**src/rtl/spi_sample_reader.sv**
```systemverilog
// spi_sample_reader: periodically reads the 16-bit X-axis sample from an SPI
// sensor (mode 0, 24-bit frame: 8-bit command, lo byte, hi byte) and presents
// it on data_x together with an update_clk strobe for the processing block.
module spi_sample_reader #(
    parameter int         CLK_DIV       = 4,
    parameter int         SAMPLE_PERIOD = 10000,
    parameter logic [5:0] REG_ADDR      = 6'h28,
    parameter int         UPD_HIGH      = 4
) (
    input  logic        clk,
    input  logic        rst_n,
    input  logic        enable,
    output logic        spi_sclk,
    output logic        spi_cs_n,
    output logic        spi_mosi,
    input  logic        spi_miso,
    output logic [15:0] data_x,
    output logic        update_clk,
    output logic        busy,
    output logic        overrun
);

    localparam int TW = (SAMPLE_PERIOD > 1) ? $clog2(SAMPLE_PERIOD) : 1;
    localparam int DW = (CLK_DIV > 1) ? $clog2(CLK_DIV) : 1;
    localparam int UW = (UPD_HIGH > 1) ? $clog2(UPD_HIGH) : 1;

    localparam logic [TW-1:0] TIMER_LAST = TW'(SAMPLE_PERIOD - 1);
    localparam logic [DW-1:0] DIV_LAST   = DW'(CLK_DIV - 1);
    localparam logic [UW-1:0] UPD_LAST   = UW'(UPD_HIGH - 1);
    localparam logic [4:0]    LAST_BIT   = 5'd23;

    // Command byte: read, auto-increment, register address.
    localparam logic [7:0] CMD = {1'b1, 1'b1, REG_ADDR};

    localparam logic [1:0] IDLE     = 2'd0;
    localparam logic [1:0] CS_SETUP = 2'd1;
    localparam logic [1:0] SHIFT    = 2'd2;
    localparam logic [1:0] CS_HOLD  = 2'd3;

    logic [TW-1:0] timer;
    logic          tick;
    logic [1:0]    state;
    logic [DW-1:0] div_cnt;
    logic [4:0]    bit_cnt;
    logic [7:0]    tx_sr;
    logic [15:0]   rx_sr;
    logic          load_done;
    logic [UW-1:0] upd_cnt;

    // Sample timer: free-runs 0..SAMPLE_PERIOD-1 while enabled, parked at 0 otherwise.
    always_ff @(posedge clk or negedge rst_n) begin
        if (!rst_n) begin
            timer <= '0;
        end else if (!enable || timer == TIMER_LAST) begin
            timer <= '0;
        end else begin
            timer <= timer + 1'b1;
        end
    end

    assign tick = enable && (timer == TIMER_LAST);

    // A tick that finds the FSM busy is lost; flag it in the same cycle.
    assign overrun = tick && (state != IDLE);

    // Transaction FSM: chip select framing, SCLK generation, MOSI/MISO shifting.
    always_ff @(posedge clk or negedge rst_n) begin
        if (!rst_n) begin
            state     <= IDLE;
            div_cnt   <= '0;
            bit_cnt   <= '0;
            tx_sr     <= '0;
            rx_sr     <= '0;
            spi_sclk  <= 1'b0;
            spi_cs_n  <= 1'b1;
            spi_mosi  <= 1'b0;
            busy      <= 1'b0;
            data_x    <= '0;
            load_done <= 1'b0;
        end else begin
            load_done <= 1'b0;
            case (state)
                IDLE: begin
                    if (tick) begin
                        state    <= CS_SETUP;
                        spi_cs_n <= 1'b0;
                        busy     <= 1'b1;
                        div_cnt  <= '0;
                    end
                end
                CS_SETUP: begin
                    if (div_cnt == DIV_LAST) begin
                        // First low phase begins: present command MSB.
                        state    <= SHIFT;
                        div_cnt  <= '0;
                        bit_cnt  <= '0;
                        spi_mosi <= CMD[7];
                        tx_sr    <= {CMD[6:0], 1'b0};
                    end else begin
                        div_cnt <= div_cnt + 1'b1;
                    end
                end
                SHIFT: begin
                    if (div_cnt != DIV_LAST) begin
                        div_cnt <= div_cnt + 1'b1;
                    end else begin
                        div_cnt <= '0;
                        if (!spi_sclk) begin
                            // Rising SCLK edge: capture the sensor bit.
                            spi_sclk <= 1'b1;
                            rx_sr    <= {rx_sr[14:0], spi_miso};
                        end else begin
                            spi_sclk <= 1'b0;
                            if (bit_cnt == LAST_BIT) begin
                                state    <= CS_HOLD;
                                spi_mosi <= 1'b0;
                            end else begin
                                // New low phase: next command bit (zeros after byte 0).
                                bit_cnt  <= bit_cnt + 5'd1;
                                spi_mosi <= tx_sr[7];
                                tx_sr    <= {tx_sr[6:0], 1'b0};
                            end
                        end
                    end
                end
                CS_HOLD: begin
                    if (div_cnt == DIV_LAST) begin
                        // rx_sr holds lo byte in [15:8] and hi byte in [7:0].
                        state     <= IDLE;
                        spi_cs_n  <= 1'b1;
                        busy      <= 1'b0;
                        data_x    <= {rx_sr[7:0], rx_sr[15:8]};
                        load_done <= 1'b1;
                    end else begin
                        div_cnt <= div_cnt + 1'b1;
                    end
                end
                default: begin
                    state    <= IDLE;
                    spi_cs_n <= 1'b1;
                    spi_sclk <= 1'b0;
                    busy     <= 1'b0;
                end
            endcase
        end
    end

    // update_clk: rises the cycle after data_x loads, held for UPD_HIGH cycles.
    always_ff @(posedge clk or negedge rst_n) begin
        if (!rst_n) begin
            update_clk <= 1'b0;
            upd_cnt    <= '0;
        end else if (load_done) begin
            update_clk <= 1'b1;
            upd_cnt    <= '0;
        end else if (update_clk) begin
            if (upd_cnt == UPD_LAST) begin
                update_clk <= 1'b0;
            end else begin
                upd_cnt <= upd_cnt + 1'b1;
            end
        end
    end

endmodule
```
**config.mk**
```make
export PLATFORM = sky130hd
export DESIGN_NAME = spi_sample_reader
export DESIGN_NICKNAME = d
export VERILOG_FILES = /design/src/rtl/spi_sample_reader.sv
export SDC_FILE = /design/constraint.sdc
export NUM_CORES = 1
export LEC_CHECK = 0
export CAP_MARGIN = 0
export CORE_ASPECT_RATIO = 0.6
export CORE_UTILIZATION = 35
export CTS_BUF_LIST = sky130_fd_sc_hd__clkbuf_4 sky130_fd_sc_hd__clkbuf_8 sky130_fd_sc_hd__clkbuf_16
export CTS_CLUSTER_SIZE = 8
export DETAILED_ROUTE_END_ITERATION = 6
export HOLD_SLACK_MARGIN = 0.1
export SETUP_SLACK_MARGIN = 0.2
export SYNTH_ARGS = -nofsm -noshare
export SYNTH_HDL_FRONTEND = slang
export SYNTH_SLANG_ARGS = --single-unit
```
**constraint.sdc**
```tcl
create_clock -name clk -period 2.7 [get_ports clk]
set_clock_uncertainty 0.2 [all_clocks]
set_input_delay 0.81 -clock clk [delete_from_list [all_inputs] [get_ports clk]]
set_output_delay 0.81 -clock clk [all_outputs]
set_load 0.01 [all_outputs]
```
Word-level counts from Yosys, hierarchy flattened
Cells that the tools add are included.
Widths: inputs -> output; s select.
{"block": "word_totals", "word_cells": 97, "inputBits": 4, "regBits": 71, "output_inout_bits": 22}
{"block": "op_classes", "bitwise_logic": 2, "n_mux": 42, "n_reduce_logical": 18, "eq_ne": 17, "n_addsub": 4}
{"operator": "$mux 8", "count": 4}
{"operator": "$mux 2", "count": 13}
{"operator": "$mux 5", "count": 4}
{"operator": "$ne 2x2->1 const B", "count": 10}
{"operator": "$pmux 2 s4", "count": 2}
{"operator": "$pmux 8 s2", "count": 1}
{"operator": "$add 14x1->14 const B", "count": 1}
{"operator": "$eq 14x14->1 const B", "count": 1}
{"operator": "$mux 14", "count": 1}
{"operator": "$mux 1", "count": 13}
{"operator": "$pmux 5 s2", "count": 1}
{"operator": "$eq 2x2->1 const B", "count": 4}
{"operator": "$reduce_and 2->1", "count": 4}
{"operator": "$reduce_bool 2->1", "count": 4}
{"operator": "$pmux 1 s2", "count": 3}
{"operator": "$reduce_and 3->1", "count": 2}
{"operator": "$reduce_and 6->1", "count": 1}
{"operator": "$add 5x1->5 const B", "count": 1}
{"operator": "$eq 5x5->1 const B", "count": 1}
{"operator": "$reduce_and 5->1", "count": 1}
{"operator": "$add 2x1->2 const B", "count": 2}
{"operator": "$reduce_and 4->1", "count": 1}
{"operator": "$eq 2x1->1 const B", "count": 1}
{"operator": "$logic_and 1x1->1", "count": 2}
{"operator": "other kinds (4)", "count": 5}

Logic depth before layout (Yosys ltp)
{"block": "logic_depth", "depth_word": 5, "ltp_mapped": 8, "depth_no_buf": 6}

Worst setup path after synthesis
No wires, ideal clock.
{"block": "synth_timing", "kind": "in2out", "from": "in enable", "to": "out overrun", "arrival_time_ns": 1.324, "path_stages": 3, "path_buffers": 0, "path_slack_ns": 0.366, "cell_sequence": "and3_1 -> nand4_4 -> nor2_1"}
{"block": "synth_via", "elab_chain_len": 2}
{"item": "from (decl)", "line": "12", "rtl": "input logic enable,"}
{"item": "$logic_and 1x1->1", "line": "61", "rtl": "assign tick = enable && (timer == TIMER_LAST);"}
{"item": "$logic_and 1x1->1", "line": "64", "rtl": "assign overrun = tick && (state != IDLE);"}
{"item": "to (decl)", "line": "20", "rtl": "output logic overrun"}
Every way passes these cells.

Final worst setup path
{"block": "layout_timing", "from": "reg timer[7]", "to": "out overrun"}
{"block": "layout_via", "elab_chain_len": 3}
{"item": "from (decl)", "line": "40", "rtl": "logic [TW-1:0] timer;"}
{"item": "from (signal assigned)", "line": "57", "rtl": "timer <= timer + 1'b1;"}
{"item": "$eq 14x14->1", "line": "61"}
{"item": "$logic_and 1x1->1", "line": "61"}
{"item": "$logic_and 1x1->1", "line": "64"}
Every way passes these cells.

==> key figures <==
Timing
  – Final setup TNS: 0 ns
  – WHS: 0.248 ns
  – Worst Setup Slack, final: 0.207 ns
  – Fmax: 401 MHz
  – Worst-margin pin slew: 0.616 ns
  – Final Max Tran Viols: 0
  – Tmin final: 2.49 ns
  – Rel. slew slack: 0.589
  – Final setup violation count: 0
  – Hold Violations, Final: 0
  – Final cycle utilization of the critical path: 0.923
  – RSZ-0062 raised after global routing: yes

Global route
  – Met1 GRT Util: 0.207
  – Met2 Usage GRT: 0.186
  – Total track usage: 0.144
  – Top Usage Layer GRT: met1
  – Initial antenna violation count: 0
  – Vias in the first global route: 1873
  – Global route overflow: 0
  – Largest net degree at the start of global routing: 27
  – First-pass GRT wire length: 9370 um
  – M3 GR Usage: 0.0648

Drt
  – Initial DRC count: 116
  – Drt via density: 4.84
  – Drt drc: 0
  – Final wirelength: 5640 um
  – Final antenna-violating net count: 0
  – Routed WL per cell: 14.4 um
  – DR pass1 iterations: 4
  – Routed vias: 1894

Finish
  – Fill count: 769
  – Final nets: 290
  – Reg area: 1680 um2
  – Area grow syn2layout: 26.7%
  – Ratio of cells with drive above 1 in the final layout: 0.269
  – Fin cells: 391
  – Commonest non-fill, non-tap cells in the layout: dfrtp_1, mux2_2, nor2_1
  – Commonest non-fill, non-tap cell in the layout: dfrtp_1
  – # diodes: 0
  – Area occupied by multi-input gates: 1220 um2

Clocking
  – Clock root buffer: clkbuf_16
  – H-Tree Depth: 3
  – Num CTS Buffers: 9
  – CTS tree: done
  – Worst-case clock buffer depth: 2
  – Hold buffers post-CTS: 0
  – Register clock-pin slew on the reported worst setup and hold paths: 0.06 ns
  – Worst skew pair latency: 0.33 ns
  – Clk sinks: 67

Synthesis
  – Cells after synthesis: 239
  – Yosys warns: 0
  – Area leader, netlist: dfrtp_1
  – Ys flop type: dfrtp_1
  – Register area share after synthesis: 0.569
  – Share of the synthesized area in the top cell type: 0.560
  – Syn Nets: 251
  – Mean Syn Cell Area: 12.3 um2
  – Netlist cell types: 40
  – #FFs+latches synth: 67
  – Number of flops mapped to enable cells by yosys: 0
  – Asr flop ratio synth: 1.00
  – Largest cells by area after synthesis: dfrtp_1, mux2_2, xor2_1, ha_1, nor2_1
  – Post-Syn Area: 2950 um2

Die
  – Die H: 73.1 um
  – Initial cell density of the core: 0.368
  – Die width: 121 um
  – Io pins: 26
  – Die area: 8810 um2
  – Row Count: 25
  – Core area: 8010 um2

Setup path
  – CP endpoint kind: primary output
  – Crit path kind: flop to primary output
  – Critical path startpoint: timer[7]$_DFF_PN0_
  – Reg2Reg Depth: 5
  – Critical path arrival: 1.48 ns
  – Worst setup SP type: flop
  – Reg-to-reg startpoint: state[0]$_DFFE_PN0P_
  – Worst EP required: 1.69 ns
  – CP max FO: 3

Power
  – Total Power Consumption: 2.34 mW
  – Pwr/cell area: 628 nW/um2
  – Leak pwr: 1.78 nW
  – Max VDD drop: 0.000376 V

Placed design
  – Post-detail-place hpwl: 3770 um
  – Routability congestion estimate from global placement: 0.742
  – Setup WS pre-CTS: -0.640 ns
  – I/O Buffers: 25
  – Placed Instances: 371

Min path
  – Hold_sp: load_done$_DFF_PN0_
  – WHS Path Cells: 1
  – Tightest Hold Check Type: flop to flop

Outcome
  – Status: finished clean

Job
  – MaxCap Viol Count: 0
power breakdown:
group | leakage, nW | total, mW | internal [mW] | switching, mW
Clock | 0.162 | 1.28 | 0.867 | 0.414
Sequential | 0.882 | 1.02 | 1.01 | 0.00768
Combinational | 0.731 | 0.0422 | 0.0151 | 0.0270
Total | 1.78 | 2.34 | 1.90 | 0.449
synth_stat cells, types with 2 or more instances:
library cell,n
nand4_1,6
xor2_1,12
o22ai_1,2
xnor2_1,2
dfrtp_1,66
a22oi_1,2
nand2b_1,2
mux2_2,33
clkbuf_1,6
nand3_1,9
ha_1,8
and2_1,5
buf_2,4
and4_1,3
nor3_1,2
a21oi_1,8
and3_1,5
nand2_1,10
o21ai_0,5
mux2i_1,2
nor2_1,24
inv_1,5
final cells by class:
class                   instances  share of cell area
flip-flops and latches         67               0.449
clock buffers                  12              0.0697
clock inverters                 4              0.0194
repair buffers                 38              0.0924
well taps                     108              0.0362
inverters                       5             0.00502
multi-input cells             157               0.328
state kept, by name, summed over array words and instances (netlist names), 2 cells and up:
signal,count
timer,14
data_x,16
tx_sr,4
rx_sr,16
div_cnt,2
bit_cnt,5
state,2
upd_cnt,2
logic make-up after synthesis:
kind of cell / count (synthesis) / share of synthesized area
compound gates: 26 / 0.0586
xor+xnor: 14 / 0.0416
fa+ha+maj: 8 / 0.0339
buf+inv: 15 / 0.0208
flops: 67 / 0.569
mux: 36 / 0.138
simple gates: 73 / 0.138
path summary, 6_finish.rpt:
kind                       slack [ns]                      to
max                              0.21                 overrun
min                              0.25  upd_cnt[0]$_DFFE_PN0P_
max reg2reg                      0.54    tx_sr[4]$_DFFE_PN0P_
min reg2reg                      0.25  upd_cnt[0]$_DFFE_PN0P_
max in group asynchronous        1.35    rx_sr[9]$_DFFE_PN0P_
min in group asynchronous        0.30    state[1]$_DFFE_PN0P_
timing repair:
item / 4_1_cts / 5_1_grt
pin swaps: 3 / 4
resized for setup: 12 / 1
setup endpoints to repair: 2 / 1
setup buffers: 2 / 2
layer usage:
metal | up-vias | wire [um]
met1 | 931 | 3030
li1 | 921 | -
met5 | - | 0
met4 | 0 | 76
met3 | 9 | 304
met2 | 33 | 2220
metrics by stage:
step / util / instance area [um2]
5_1_grt: 0.467 / 3740
3_5_place_dp: 0.420 / 3370
2_1_floorplan: - / 2950
6_report: 0.467 / 3740
3_3_place_gp: 0.420 / 3370
4_1_cts: 0.464 / 3720
worst max-delay path, stage by stage, from the launching register on:
cell and delay (ns):
dfrtp_1 0.42, nor4_4 0.36, nand4_4 0.14, nor2_2 0.10, buf_2 0.13
(Power assumes the default switching activity.)
